## src/rtl/int_issue_queue_pkg.sv

```systemverilog
// Shared uop/wakeup types for the integer issue queue. The opcode and immediate
// enums live in their own small packages so decode stages can import them alone.
package uopc;
   typedef enum logic [3:0] {
      UOP_NOP, UOP_ADD, UOP_ADDI, UOP_SUB, UOP_AND, UOP_OR, UOP_XOR, UOP_SLT,
      UOP_LUI, UOP_BEQ, UOP_BNE, UOP_BLT, UOP_JAL, UOP_JALR
   } micro_opcode_t;
endpackage

package immt;
   typedef enum logic [2:0] {
      IMM_NONE, IMM_I, IMM_S, IMM_B, IMM_U, IMM_J
   } imm_type_t;
endpackage

package int_issue_queue_pkg;
   localparam int IQ_DEPTH = 8;
   localparam int IQ_NWAKE = 2;
   localparam int PREG_W   = 6;
   localparam int ROB_W    = 5;

   typedef struct packed {
      uopc::micro_opcode_t uopcode;
      logic [19:0]         packed_imm;
      immt::imm_type_t     imm_type;
      logic [PREG_W-1:0]   prs1;
      logic [PREG_W-1:0]   prs2;
      logic [PREG_W-1:0]   pdst;
      logic [ROB_W-1:0]    rob_idx;
      logic                uses_rs1;
      logic                uses_rs2;
   } iq_uop_t;

   typedef struct packed {
      logic              valid;
      logic [PREG_W-1:0] pdst;
   } wake_t;
endpackage

```

## src/rtl/iq_entry_wake.sv

```systemverilog
// Busy-bit update for one uop against every wakeup port. Unused sources and
// the hardwired zero register are never reported busy.
module iq_entry_wake
   import int_issue_queue_pkg::*;
#(
   parameter int NWAKE = IQ_NWAKE
) (
   input  logic              i_b1,
   input  logic              i_b2,
   input  logic              i_use1,
   input  logic              i_use2,
   input  logic [PREG_W-1:0] i_prs1,
   input  logic [PREG_W-1:0] i_prs2,
   input  wake_t             i_wake [NWAKE],
   output logic              o_b1,
   output logic              o_b2
);
   logic w_hit1;
   logic w_hit2;

   always_comb begin
      w_hit1 = 1'b0;
      w_hit2 = 1'b0;
      for (int k = 0; k < NWAKE; k++) begin
         if (i_wake[k].valid && (i_wake[k].pdst == i_prs1)) w_hit1 = 1'b1;
         if (i_wake[k].valid && (i_wake[k].pdst == i_prs2)) w_hit2 = 1'b1;
      end
   end

   assign o_b1 = i_b1 && i_use1 && (i_prs1 != '0) && !w_hit1;
   assign o_b2 = i_b2 && i_use2 && (i_prs2 != '0) && !w_hit2;
endmodule

```

## src/rtl/int_issue_queue.sv

```systemverilog
// Collapsing, age-ordered integer issue queue: entry 0 is oldest, the oldest
// entry with both sources ready is offered to register-read each cycle.
module int_issue_queue
   import int_issue_queue_pkg::*;
#(
   parameter int DEPTH = IQ_DEPTH,
   parameter int NWAKE = IQ_NWAKE
) (
   input  logic                       clk,
   input  logic                       rst_n,
   input  logic                       flush,
   input  logic                       dis_valid,
   output logic                       dis_ready,
   input  iq_uop_t                    dis_uop,
   input  logic                       dis_prs1_busy,
   input  logic                       dis_prs2_busy,
   input  logic [NWAKE-1:0]           wake_valid,
   input  logic [NWAKE*PREG_W-1:0]    wake_pdst,
   output logic                       iss_valid,
   input  logic                       iss_ready,
   output iq_uop_t                    iss_uop,
   output logic [$clog2(DEPTH+1)-1:0] count
);
   localparam int CW = $clog2(DEPTH+1);
   localparam int IW = $clog2(DEPTH);

   logic [DEPTH-1:0] r_valid;
   logic [DEPTH-1:0] r_b1;
   logic [DEPTH-1:0] r_b2;
   iq_uop_t          r_uop [DEPTH];
   logic [CW-1:0]    r_count;

   wake_t            w_wake [NWAKE];
   logic [DEPTH-1:0] w_b1_upd;
   logic [DEPTH-1:0] w_b2_upd;
   logic             w_dis_b1;
   logic             w_dis_b2;
   logic [DEPTH-1:0] w_ready;
   logic [IW-1:0]    w_sel;
   logic             w_any;
   logic             w_fire;
   logic             w_dis_fire;
   logic [CW-1:0]    w_wpos;
   int               w_src;
   logic [DEPTH-1:0] w_nvalid;
   logic [DEPTH-1:0] w_nb1;
   logic [DEPTH-1:0] w_nb2;
   iq_uop_t          w_nuop [DEPTH];
   logic [CW-1:0]    w_ncount;

   always_comb begin
      for (int k = 0; k < NWAKE; k++) begin
         w_wake[k].valid = wake_valid[k];
         w_wake[k].pdst  = wake_pdst[k*PREG_W +: PREG_W];
      end
   end

   for (genvar i = 0; i < DEPTH; i++) begin : g_wake
      iq_entry_wake #(.NWAKE(NWAKE)) u_wake (
         .i_b1   (r_b1[i]),
         .i_b2   (r_b2[i]),
         .i_use1 (r_uop[i].uses_rs1),
         .i_use2 (r_uop[i].uses_rs2),
         .i_prs1 (r_uop[i].prs1),
         .i_prs2 (r_uop[i].prs2),
         .i_wake (w_wake),
         .o_b1   (w_b1_upd[i]),
         .o_b2   (w_b2_upd[i])
      );
   end

   // Incoming uop sees the same wakeups so a same-cycle broadcast is not lost.
   iq_entry_wake #(.NWAKE(NWAKE)) u_dis_wake (
      .i_b1   (dis_prs1_busy),
      .i_b2   (dis_prs2_busy),
      .i_use1 (dis_uop.uses_rs1),
      .i_use2 (dis_uop.uses_rs2),
      .i_prs1 (dis_uop.prs1),
      .i_prs2 (dis_uop.prs2),
      .i_wake (w_wake),
      .o_b1   (w_dis_b1),
      .o_b2   (w_dis_b2)
   );

   // Select looks only at registered busy bits: a wakeup helps one cycle later.
   assign w_ready = r_valid & ~r_b1 & ~r_b2;

   always_comb begin
      w_sel = '0;
      w_any = 1'b0;
      for (int i = 0; i < DEPTH; i++) begin
         if (w_ready[i] && !w_any) begin
            w_sel = IW'(i);
            w_any = 1'b1;
         end
      end
   end

   assign dis_ready  = (r_count < CW'(DEPTH));
   assign iss_valid  = w_any && !flush;
   assign iss_uop    = iss_valid ? r_uop[w_sel] : '0;
   assign count      = r_count;
   assign w_fire     = iss_valid && iss_ready;
   assign w_dis_fire = dis_valid && dis_ready && !flush;
   assign w_wpos     = r_count - CW'(w_fire);

   always_comb begin
      w_src = 0;
      for (int i = 0; i < DEPTH; i++) begin
         w_src = (w_fire && (i >= int'(w_sel))) ? i + 1 : i;
         w_nvalid[i] = 1'b0;
         w_nb1[i]    = 1'b0;
         w_nb2[i]    = 1'b0;
         w_nuop[i]   = r_uop[i];
         if (w_src < DEPTH) begin
            w_nvalid[i] = r_valid[w_src];
            w_nb1[i]    = w_b1_upd[w_src];
            w_nb2[i]    = w_b2_upd[w_src];
            w_nuop[i]   = r_uop[w_src];
         end
         if (w_dis_fire && (i == int'(w_wpos))) begin
            w_nvalid[i] = 1'b1;
            w_nb1[i]    = w_dis_b1;
            w_nb2[i]    = w_dis_b2;
            w_nuop[i]   = dis_uop;
         end
      end
   end

   always_comb begin
      w_ncount = r_count;
      case ({w_dis_fire, w_fire})
         2'b10:   w_ncount = r_count + CW'(1);
         2'b01:   w_ncount = r_count - CW'(1);
         default: w_ncount = r_count;
      endcase
   end

   always_ff @(posedge clk or negedge rst_n) begin
      if (!rst_n) begin
         r_valid <= '0;
         r_b1    <= '0;
         r_b2    <= '0;
         r_count <= '0;
         for (int i = 0; i < DEPTH; i++) r_uop[i] <= '0;
      end else if (flush) begin
         r_valid <= '0;
         r_count <= '0;
      end else begin
         r_valid <= w_nvalid;
         r_b1    <= w_nb1;
         r_b2    <= w_nb2;
         r_count <= w_ncount;
         for (int i = 0; i < DEPTH; i++) r_uop[i] <= w_nuop[i];
      end
   end
endmodule

```

## config.mk

```make
export PLATFORM = sky130hd
export DESIGN_NAME = int_issue_queue
export DESIGN_NICKNAME = d
export VERILOG_FILES = /design/src/rtl/int_issue_queue_pkg.sv /design/src/rtl/iq_entry_wake.sv /design/src/rtl/int_issue_queue.sv
export SDC_FILE = /design/constraint.sdc
export NUM_CORES = 1
export LEC_CHECK = 0
export CAP_MARGIN = 20
export CORE_MARGIN = 2
export CORE_UTILIZATION = 35
export DETAILED_ROUTE_END_ITERATION = 8
export MAX_ROUTING_LAYER = met4
export PLACE_DENSITY = 0.54
export SYNTH_ARGS = -nofsm -noshare
export SYNTH_HDL_FRONTEND = slang
export SYNTH_SLANG_ARGS = --single-unit
```

## constraint.sdc

```tcl
create_clock -name clk -period 11.6 [get_ports clk]
set_input_delay 1.74 -clock clk [delete_from_list [all_inputs] [get_ports clk]]
set_output_delay 1.74 -clock clk [all_outputs]
set_load 0.03 [all_outputs]
```

==> qor_table.md, run 1 <==
| Item | This run |
| --- | --- |
| Result of the run | finished clean |
| Net switching power | 2.43 mW |
| Leading cell types by total area after synthesis | sky130_fd_sc_hd__dfrtp_1 (42%), sky130_fd_sc_hd__mux2i_1 (10%), sky130_fd_sc_hd__nand2_1 (5.4%) |
| RSZ-0062 raised after global routing | no |
| Critical Path Max Stage Delay | 0.63 ns |
| Worst hold path depth | 2 |
| Startpoint of the worst-slack reg-to-reg timing path | r_b2[1]$_DFFE_PN0N_ |
| Count of max-cap constraint violations | 0 |
| Cell count after synthesis | 2,838 |
| Total of endpoints with negative setup slack in the final report | 0 |
| Total number of vias | 23.0k |
| Post-synthesis instance area | 0.0266 sq mm |
| Most instantiated flip-flop cell in the synthesis netlist | sky130_fd_sc_hd__dfrtp_1 |
| Global route total overflow | 0 |
| Pleak | 12.9 nW |
| Min-delay worst type | reg -> reg |
| Highest routed layer | met4 |
| Slew at the pin closest to its max-slew limit | 1.15 ns |
| Detailed-route DRC error count | 0 |
| Flop2flop setup slack | 7.02 ns |
| Clock buffers created by TritonCTS | 53 |
| Pin count of the biggest net entering global routing | 171 |
| Combinational share of power | 0.300 |
| Die Width | 279 um |
| CTS clock-pin slew for the worst setup and hold paths | 0.06 ns |
| Clock latency at the later pin of the worst-skew pair | 0.63 ns |
| Synthesized net count | 2,916 |
| Full die area | 0.0781 sq mm |
| Number of port buffers | 130 |
| Quantity of gates resized following cts | 0 |
| Setup Fix Bufs, Post-CTS | 0 |
| Average instance area after synthesis | 9.36 sq um |
| Family of cells with the greatest summed delay on the critical path | simple AND/OR/NAND/NOR gates |
| Final total negative setup slack | 0 ns |
| Number of nets in the layout | 2,862 |
| Part of the total power dissipated in sequential elements | 0.434 |
| Critical path data required time | 9.86 ns |
| Number of failing hold endpoints at the final stage | 0 |
| Switching share of power | 0.372 |
| Slowest cell on the critical path | sky130_fd_sc_hd__nor2_4 |
| Number of global-route vias before repair | 23.4k |
| Total buffers and inverters traversed by the critical path | 3 |
| Cell taking the most area after synthesis | sky130_fd_sc_hd__dfrtp_1 |
| Cell chain of the critical path | nor3b_1 -> or2_1 -> nor4_4 -> nor2_4 -> buf_4 -> buf_4 -> mux4_2 -> a32o_1 -> clkdlybuf4s50_1 |
| Maximum clock path buffer count | 3 |
| Worst vdd ir | 115 uV |
| CP max FO | 40 |
| Internal | 4.11 mW |
| Slew margin rel. | 0.231 |
| Clock Tree Root | sky130_fd_sc_hd__clkbuf_16 |
| Synth Warn # | 0 |
| Fraction of final layout cells with drive strength greater than 1 | 0.0814 |
| Met2 Wirelength | 45,000 um |
| Routed Antenna Nets | 0 |
| H-tree depth | 2 |
| Cell Pwr Density | 216 mW/mm^2 |
| Clock sink total | 444 |
| Vias per inst | 6.06 |
| Top achievable clock speed | 136 MHz |
| Depth of the most critical reg-to-reg path | 11 |
| Initial DRC Count | 2,334 |
| Worst Min Path Start | r_uop[28]$_DFFE_PN0P_ |
| Post-synth top area share | 0.418 |
| Number of top-level pins | 131 |
| Post-detailed-routing wire length | 98,100 um |
| Sequential fraction of the synthesis area | 0.418 |
| Worst R2R End | r_uop[318]$_DFFE_PN0P_ |
| Distinct cells, synth | 56 |
| Count of flip-flops with a built-in enable after synthesis | 0 |
| TritonCTS clock tree | built |
| Post-layout minimum cycle time | 7.37 ns |
| Initial standard-cell utilization of the core | 0.351 |
| Core footprint | 0.0756 sq mm |
| Overall Global Routing Usage | 0.256 |
| Vertical extent of the die | 279 um |
| Synth-to-layout area growth | 13.8% |
| Cts-stage hold buffer count | 0 |
| Number of synthesized register bits | 444 |
| Post-DP HPWL | 58,700 um |
| Cell repeated most along the worst path | sky130_fd_sc_hd__buf_4 |
| Initial antenna violation count | 2 |
| Post-route met1 wirelength | 42,100 um |
| DR WL/cell | 25.8 um |
| Most frequent cell after synthesis | sky130_fd_sc_hd__dfrtp_1 |
| Clock share of power | 0.266 |
| Initial DRT Pass Iterations | 6 |
| Floorplan row count | 101 |
| Final weighted congestion in routability-driven placement | 0.907 |
| Most common library cells after synthesis | sky130_fd_sc_hd__dfrtp_1 (444), sky130_fd_sc_hd__nand2_1 (384), sky130_fd_sc_hd__nor2_1 (274) |
| Arrival time of the worst setup path | 5.63 ns |
| Setup CP Type | reg -> out |
| Hold Path End | r_uop[28]$_DFFE_PN0P_ |
| Sum of internal, switching and leakage power | 6.53 mW |
| Final clock skew | 0.0313 ns |
| Worst Setup End Kind | primary output |
| Post-synth ARST share | 1.00 |
| Ratio of final minimum period to clock period | 0.635 |
| Crit start category | flop |
| Wire length of the first global-routing pass | 149,000 um |
| Number of pins with negative max-slew slack in the final report | 0 |
| Detailed-routed wire length on met3 | 8000 um |
[area by class of cell]
type / count / area [sq um]
clock buffer: 72 / 1500
inverter: 12 / 45.0
multi-input combinational: 2086 / 14300
fill: 7276 / 45300
sequential: 444 / 11100
timing repair buffer: 187 / 1760
clock inverter: 23 / 298
antenna: 1 / 2.50
tap: 978 / 1220
[worst reg2reg max path, stage by stage, from the launching register on]
cell	delay, ns
sky130_fd_sc_hd__dfrtp_1	0.40
sky130_fd_sc_hd__nor3b_1	0.58
sky130_fd_sc_hd__or2_1	0.59
sky130_fd_sc_hd__o41ai_4	0.18
sky130_fd_sc_hd__inv_2	0.13
sky130_fd_sc_hd__ha_1	0.18
sky130_fd_sc_hd__nand2b_1	0.11
sky130_fd_sc_hd__nor3_1	0.26
sky130_fd_sc_hd__nand2_1	0.22
sky130_fd_sc_hd__a21oi_4	0.57
sky130_fd_sc_hd__buf_4	0.89
sky130_fd_sc_hd__o21ai_0	0.29
[cell usage in the layout (no fill, tap or decap), types with 53 or more instances in the layout]
| cell type | synthesis | layout |
|---|---|---|
| sky130_fd_sc_hd__dfrtp_1 | 444 | 444 |
| sky130_fd_sc_hd__nand2_1 | 384 | 382 |
| sky130_fd_sc_hd__mux2i_1 | 273 | 273 |
| sky130_fd_sc_hd__nor2_1 | 274 | 272 |
| sky130_fd_sc_hd__a21oi_1 | 235 | 233 |
| sky130_fd_sc_hd__o21ai_0 | 168 | 167 |
| sky130_fd_sc_hd__clkdlybuf4s50_1 | 0 | 129 |
| sky130_fd_sc_hd__xnor2_1 | 109 | 109 |
| sky130_fd_sc_hd__xor2_1 | 108 | 108 |
| sky130_fd_sc_hd__a31oi_1 | 107 | 106 |
| sky130_fd_sc_hd__a221o_1 | 104 | 104 |
| sky130_fd_sc_hd__buf_4 | 18 | 55 |
| sky130_fd_sc_hd__clkbuf_16 | 0 | 53 |
[registers in the layout (all words and copies together) (netlist names)]
| signal | flops |
|---|---|
| r_valid | 8 |
| r_b2 | 8 |
| r_b1 | 8 |
| r_uop | 416 |
| count | 4 |
[stage by stage]
step	worst slack, ns	utilization	instance area [sq um]	hold WS (ns)	cells
floorplan	6.83	-	26600	0.462	2838
global placement	4.99	0.376	28400	0.477	3706
detailed placement	4.87	0.376	28400	0.485	3706
CTS	4.19	0.400	30200	0.498	3801
global route	3.96	0.400	30200	0.531	3803
finish	4.23	0.400	30200	0.501	3803
[worst max-delay path by stage]
stage / from / to / cells past startpoint
6_report: r_b2[1]$_DFFE_PN0N_ / iss_uop[45] / 9
5_1_grt: r_b2[1]$_DFFE_PN0N_ / iss_uop[48] / 9
4_1_cts: r_b2[1]$_DFFE_PN0N_ / iss_uop[45] / 9
3_5_place_dp: r_b2[1]$_DFFE_PN0N_ / iss_uop[45] / 9
3_3_place_gp: r_b2[1]$_DFFE_PN0N_ / iss_uop[45] / 9
2_1_floorplan: flush / iss_uop[10] / 4
[kinds of logic (layout without fill, tap and decap cells)]
family / after synthesis / after routing / synth area share
buffers and inverters: 308 / 294 / 0.0499
xor gates and xnor gates: 217 / 217 / 0.0716
AOI/OAI and AO/OA: 724 / 724 / 0.179
and+or+nand+nor: 815 / 815 / 0.132
DFF: 444 / 444 / 0.418
other: 0 / 1 / 0
muxes: 325 / 325 / 0.147
adders and majority gates: 5 / 5 / 0.00264
[power by group through the flow]
stage | logic (mW) | clock network (mW) | registers, mW
after detailed placement | 1.95 | 0 | 2.84
after floorplan | 1.47 | 0 | 2.58
after global routing | 2.15 | 1.82 | 2.91
final | 1.96 | 1.74 | 2.84
after CTS | 1.96 | 1.77 | 2.81
after global placement | 1.89 | 0 | 2.81
[metal layers]
metal | global-route usage | vias up
li1 | - | 10100
met1 | 0.337 | 11600
met2 | 0.398 | 1089
met3 | 0.0484 | 202
met4 | 0.0856 | 0
met5 | - | -
Power figures use the tool's default switching activity.
==> run 2: changes to the inputs <==
==> constraint.sdc (replaced) <==
create_clock -name clk -period 6.8 [get_ports clk]
set_input_delay 1.02 -clock clk [delete_from_list [all_inputs] [get_ports clk]]
set_output_delay 1.02 -clock clk [all_outputs]
set_load 0.03 [all_outputs]
==> qor_table.md, run 2 (synthesized netlist as in run 1, its figures left out) <==
| Item | This run |
| --- | --- |
| Worst slack after detailed placement | 1.49 ns |
| Critical Path Max Stage Delay | 0.70 ns |
| Floorplan row count | 101 |
| Number of flip-flops in the largest register | 416 |
| Result of the run | finished clean |
| Slew margin rel. | 0.235 |
| Core footprint | 0.0756 sq mm |
| Synth-to-layout area growth | 14.8% |
| Number of nets in the layout | 2,870 |
| Min-delay worst type | in -> async |
| Clock sink total | 444 |
| Setup CP Type | reg -> out |
| CTS clock-pin slew for the worst setup and hold paths | 0.06 ns |
| Clock share of power | 0.267 |
| Arrival time of the worst setup path | 5.01 ns |
| Finished layout cell area | 0.0305 sq mm |
| RSZ-0062 raised after global routing | no |
| Detailed-routed wire length on met3 | 8240 um |
| Final total negative setup slack | 0 ns |
| Final weighted congestion in routability-driven placement | 0.946 |
| Number of port buffers | 130 |
| Worst Setup End Kind | primary output |
| Cell chain of the critical path | nor3b_1 -> or2_1 -> nor4_4 -> nor2_4 -> buf_12 -> mux4_2 -> a32o_1 -> clkdlybuf4s50_1 |
| Post-DP HPWL | 58,100 um |
| Net switching power | 4.10 mW |
| Switching share of power | 0.368 |
| Cell area reported after detailed placement | 0.0286 sq mm |
| Register with the highest flop count | r_uop |
| Quantity of gates resized following cts | 0 |
| Die Width | 279 um |
| Post-detailed-routing wire length | 99,400 um |
| Met2 Wirelength | 46,200 um |
| TritonCTS clock tree | built |
| Pleak | 13.0 nW |
| Count of max-cap constraint violations | 0 |
| Number of pins with negative max-slew slack in the final report | 0 |
| Setup Fix Bufs, Post-CTS | 0 |
| Post-route met1 wirelength | 42,400 um |
| Slew at the pin closest to its max-slew limit | 1.14 ns |
| Cts-stage hold buffer count | 0 |
| Slowest cell on the critical path | sky130_fd_sc_hd__nor3b_1 |
| Initial standard-cell utilization of the core | 0.351 |
| Clock buffers created by TritonCTS | 51 |
| CP max FO | 49 |
| Maximum clock path buffer count | 3 |
| DR WL/cell | 26.1 um |
| Routed Antenna Nets | 0 |
| Initial DRC Count | 2,665 |
| Worst setup slack after layout | 0.766 ns |
| Fraction of final layout cells with drive strength greater than 1 | 0.0865 |
| Wire length of the first global-routing pass | 150,000 um |
| Post-layout minimum cycle time | 6.03 ns |
| Clock latency at the later pin of the worst-skew pair | 0.63 ns |
| Total of endpoints with negative setup slack in the final report | 0 |
| Worst vdd ir | 218 uV |
| Leading cell types in the layout, fill and taps excluded | sky130_fd_sc_hd__dfrtp_1 (444), sky130_fd_sc_hd__nand2_1 (382), sky130_fd_sc_hd__mux2i_1 (273), sky130_fd_sc_hd__nor2_1 (272), sky130_fd_sc_hd__a21oi_1 (233) |
| Ratio of final minimum period to clock period | 0.887 |
| Highest routed layer | met4 |
| Cell Pwr Density | 366 mW/mm^2 |
| Final clock skew | 0.0466 ns |
| Total number of vias | 23.3k |
| Sum of internal, switching and leakage power | 11.1 mW |
| Detailed-route DRC error count | 0 |
| Global route total overflow | 0 |
| Part of the total power dissipated in sequential elements | 0.435 |
| Combinational share of power | 0.297 |
| Internal | 7.05 mW |
| Number of top-level pins | 131 |
| Number of global-route vias before repair | 23.5k |
| Pin count of the biggest net entering global routing | 165 |
| Clock Tree Root | sky130_fd_sc_hd__clkbuf_16 |
| Vertical extent of the die | 279 um |
| Initial antenna violation count | 6 |
| Crit start category | flop |
| Vias per inst | 6.11 |
| Initial DRT Pass Iterations | 5 |
| Top achievable clock speed | 166 MHz |
| Overall Global Routing Usage | 0.258 |
| H-tree depth | 2 |
| Full die area | 0.0781 sq mm |
| Worst slack on hold paths | 0.482 ns |
| Number of failing hold endpoints at the final stage | 0 |
| Critical path data required time | 5.78 ns |
| Leading cell type in the layout, fill and taps excluded | sky130_fd_sc_hd__dfrtp_1 |
[run 2: changes by cell type in the layout (fill, tap and decap cells not counted), moves of 2 or more]
cell	delta
sky130_fd_sc_hd__buf_4	-2
sky130_fd_sc_hd__clkbuf_8	+12
sky130_fd_sc_hd__clkinv_2	-5
sky130_fd_sc_hd__buf_12	+11
sky130_fd_sc_hd__diode_2	+4
sky130_fd_sc_hd__clkinvlp_4	+2
sky130_fd_sc_hd__clkbuf_1	-6
sky130_fd_sc_hd__clkbuf_16	-2
[run 2: layer usage]
layer	track usage	up-vias
met2	0.400	1167
li1	-	10100
met3	0.0394	197
met4	0.0865	0
met5	-	-
met1	0.345	11800
[run 2: power by group through the flow]
| stage | sequential [mW] | combinational, mW | clock [mW] |
|---|---|---|---|
| after global placement | 4.82 | 3.15 | 0 |
| after CTS | 4.81 | 3.31 | 3.03 |
| after detailed placement | 4.85 | 3.29 | 0 |
| after global routing | 4.97 | 3.65 | 3.13 |
| final | 4.85 | 3.31 | 2.98 |
| after floorplan | 4.40 | 2.50 | 0 |
[run 2: path summary, 6_finish.rpt]
| path | start | end | slack [ns] | depth (start not counted) |
|---|---|---|---|---|
| hold reg to reg | r_uop[8]$_DFFE_PN0P_ | r_uop[8]$_DFFE_PN0P_ | 0.50 | 2 |
| max in group asynchronous | rst_n | r_uop[98]$_DFFE_PN0P_ | 4.71 | 2 |
| setup reg to reg | r_b2[1]$_DFFE_PN0N_ | r_uop[398]$_DFFE_PN0P_ | 2.30 | 13 |
| min in group clk | r_uop[8]$_DFFE_PN0P_ | r_uop[8]$_DFFE_PN0P_ | 0.50 | 2 |
| setup / recovery | r_b2[1]$_DFFE_PN0N_ | iss_uop[13] | 0.77 | 8 |
| hold / removal | rst_n | r_uop[374]$_DFFE_PN0P_ | 0.48 | 1 |
[run 2: critical path: cells and delay by family, from the launching register on]
kind / cells / cell delay [ns]
and+or+nand+nor: 4 / 2.16
buffers and inverters: 2 / 0.99
muxes: 1 / 0.55
DFF: 1 / 0.39
AOI/OAI and AO/OA: 1 / 0.27
[run 2: per-stage QoR]
step,utilization,instances
2_1_floorplan,-,2838
3_3_place_gp,0.378,3714
3_5_place_dp,0.378,3714
4_1_cts,0.402,3808
5_1_grt,0.403,3816
6_report,0.403,3816
[run 2: layout make-up]
| type | instances | area, sq um |
|---|---|---|
| inverter | 12 | 45.0 |
| multi-input combinational | 2086 | 14300 |
| timing repair buffer | 197 | 1990 |
| antenna | 5 | 12.5 |
| clock inverter | 18 | 220 |
| sequential | 444 | 11100 |
| tap | 978 | 1220 |
| clock buffer | 76 | 1590 |
| fill | 7314 | 45100 |
==> run 3: changes to the inputs <==
--- a/config.mk
+++ b/config.mk
@@ -7,10 +7,11 @@
 export LEC_CHECK = 0
 export CAP_MARGIN = 20
 export CORE_MARGIN = 2
-export CORE_UTILIZATION = 35
+export CORE_UTILIZATION = 52
 export DETAILED_ROUTE_END_ITERATION = 8
+export GPL_TIMING_DRIVEN = 1
 export MAX_ROUTING_LAYER = met4
-export PLACE_DENSITY = 0.54
+export PLACE_DENSITY = 0.73
 export SYNTH_ARGS = -nofsm -noshare
 export SYNTH_HDL_FRONTEND = slang
 export SYNTH_SLANG_ARGS = --single-unit
==> qor_table.md, run 3 (synthesized netlist as in run 1, its figures left out) <==
| Item | This run |
| --- | --- |
| Post-detailed-routing wire length | 90,200 um |
| Cell chain of the critical path | nor3b_1 -> or2_1 -> nor4_4 -> nor2_4 -> buf_12 -> mux4_2 -> a32o_1 -> clkdlybuf4s50_1 |
| Number of port buffers | 130 |
| CP Launch Point | r_b2[1]$_DFFE_PN0N_ |
| Crit start category | flop |
| Slew margin rel. | 0.226 |
| Clock latency at the later pin of the worst-skew pair | 0.62 ns |
| Arrival time of the worst setup path | 4.94 ns |
| Placed insts | 3,404 |
| Sum of internal, switching and leakage power | 10.8 mW |
| Core footprint | 0.0503 sq mm |
| Critical path data required time | 5.78 ns |
| Pin count of the biggest net entering global routing | 131 |
| Overall Global Routing Usage | 0.347 |
| Leading cell types in the layout, fill and taps excluded | sky130_fd_sc_hd__dfrtp_1 (444), sky130_fd_sc_hd__nand2_1 (382), sky130_fd_sc_hd__mux2i_1 (273), sky130_fd_sc_hd__nor2_1 (272), sky130_fd_sc_hd__a21oi_1 (233) |
| Initial standard-cell utilization of the core | 0.528 |
| RSZ-0062 raised after global routing | no |
| Floorplan row count | 82 |
| Utilization of the core after routing | 0.593 |
| Setup Fix Bufs, Post-CTS | 0 |
| Number of flip-flops in the largest register | 416 |
| Routed Antenna Nets | 0 |
| Worst slack on hold paths | 0.385 ns |
| Min-delay worst type | in -> async |
| Synth-to-layout area growth | 12.3% |
| Cell Pwr Density | 362 mW/mm^2 |
| Number of top-level pins | 131 |
| Final weighted congestion in routability-driven placement | 0.963 |
| Fraction of final layout cells with drive strength greater than 1 | 0.0802 |
| Number of cells in the finished layout apart from fillers | 3,495 |
| Ratio of final minimum period to clock period | 0.876 |
| Clock Tree Root | sky130_fd_sc_hd__clkbuf_16 |
| Full die area | 0.0529 sq mm |
| Vertical extent of the die | 230 um |
| Detailed-route DRC error count | 0 |
| H-tree depth | 2 |
| Clock buffers created by TritonCTS | 48 |
| Count of max-cap constraint violations | 0 |
| Post-DP HPWL | 52,200 um |
| CP max FO | 57 |
| Top achievable clock speed | 168 MHz |
| TritonCTS clock tree | built |
| Result of the run | finished clean |
| Clock sink total | 444 |
| Initial DRC Count | 3,020 |
| Quantity of gates resized following cts | 0 |
| Final clock skew | 0.0217 ns |
| Worst vdd ir | 237 uV |
| Die Width | 230 um |
| Total of endpoints with negative setup slack in the final report | 0 |
| Setup CP Type | reg -> out |
| Number of pins with negative max-slew slack in the final report | 0 |
| Global route total overflow | 0 |
| Leading cell type in the layout, fill and taps excluded | sky130_fd_sc_hd__dfrtp_1 |
| Wire length of the first global-routing pass | 139,000 um |
| Slowest cell on the critical path | sky130_fd_sc_hd__nor2_4 |
| Startpoint of the worst-slack reg-to-reg timing path | r_b2[1]$_DFFE_PN0N_ |
| Post-layout minimum cycle time | 5.96 ns |
| CTS clock-pin slew for the worst setup and hold paths | 0.06 ns |
| Worst Setup End Kind | primary output |
| Cts-stage hold buffer count | 0 |
| Final total negative setup slack | 0 ns |
| DR WL/cell | 25.8 um |
| Register with the highest flop count | r_uop |
| Total number of vias | 23.5k |
| Pleak | 12.9 nW |
| Slew at the pin closest to its max-slew limit | 1.16 ns |
| Initial DRT Pass Iterations | 6 |
| Number of global-route vias before repair | 23.5k |
| Critical Path Max Stage Delay | 0.72 ns |
| Number of failing hold endpoints at the final stage | 0 |
| Initial antenna violation count | 4 |
| Maximum clock path buffer count | 3 |
| Number of nets in the layout | 2,862 |
| Vias per inst | 6.73 |
==> run 3: final timing paths <==
check	cells after the start	slack, ns	endpoint
max	8	0.84	iss_uop[2]
min	1	0.38	r_uop[336]$_DFFE_PN0P_
max reg2reg	13	2.16	r_uop[301]$_DFFE_PN0P_
min reg2reg	2	0.50	r_uop[51]$_DFFE_PN0P_
max in group asynchronous	2	4.88	r_uop[37]$_DFFE_PN0P_
min in group clk	2	0.50	r_uop[51]$_DFFE_PN0P_
==> run 3: worst max-delay path, delay by kind of cell (launching register included) <==
kind	cells	cell delay [ns]
flip-flops	1	0.41
multiplexers	1	0.56
buffers and inverters	2	1.06
AO/OA/AOI/OAI	1	0.21
AND/OR/NAND/NOR	4	1.98
==> run 3: power breakdown <==
part           total, mW  internal, mW  switching [mW]  leakage (nW)
registers           4.80          3.64            1.16          5.78
logic               3.29          1.63            1.66          6.31
clock network       2.71          1.57            1.14         0.808
total               10.8          6.84            3.96          12.9
==> run 3: area by class of cell <==
cell class,instances,area (sq um)
clock buffer,69,1410
multi-input combinational,2086,14300
sequential,444,11100
antenna,4,10.0
inverter,12,45.0
fill,4193,20500
tap,672,841
timing repair buffer,192,1900
clock inverter,16,218
==> run 3: metrics by stage <==
stage / area (sq um) / worst slack (ns)
final: 29800 / 0.842
after global routing: 29800 / 0.641
after CTS: 29800 / 0.853
after detailed placement: 28100 / 1.30
after global placement: 28100 / 1.46
after floorplan: 26600 / 3.02
==> run 3: metal layers <==
metal / routed length [um] / global-route usage / up-vias
li1: - / - / 10100
met1: 35000 / 0.449 / 11700
met2: 41900 / 0.534 / 1469
met3: 9890 / 0.0668 / 258
met4: 3410 / 0.148 / 0
met5: 0 / - / -
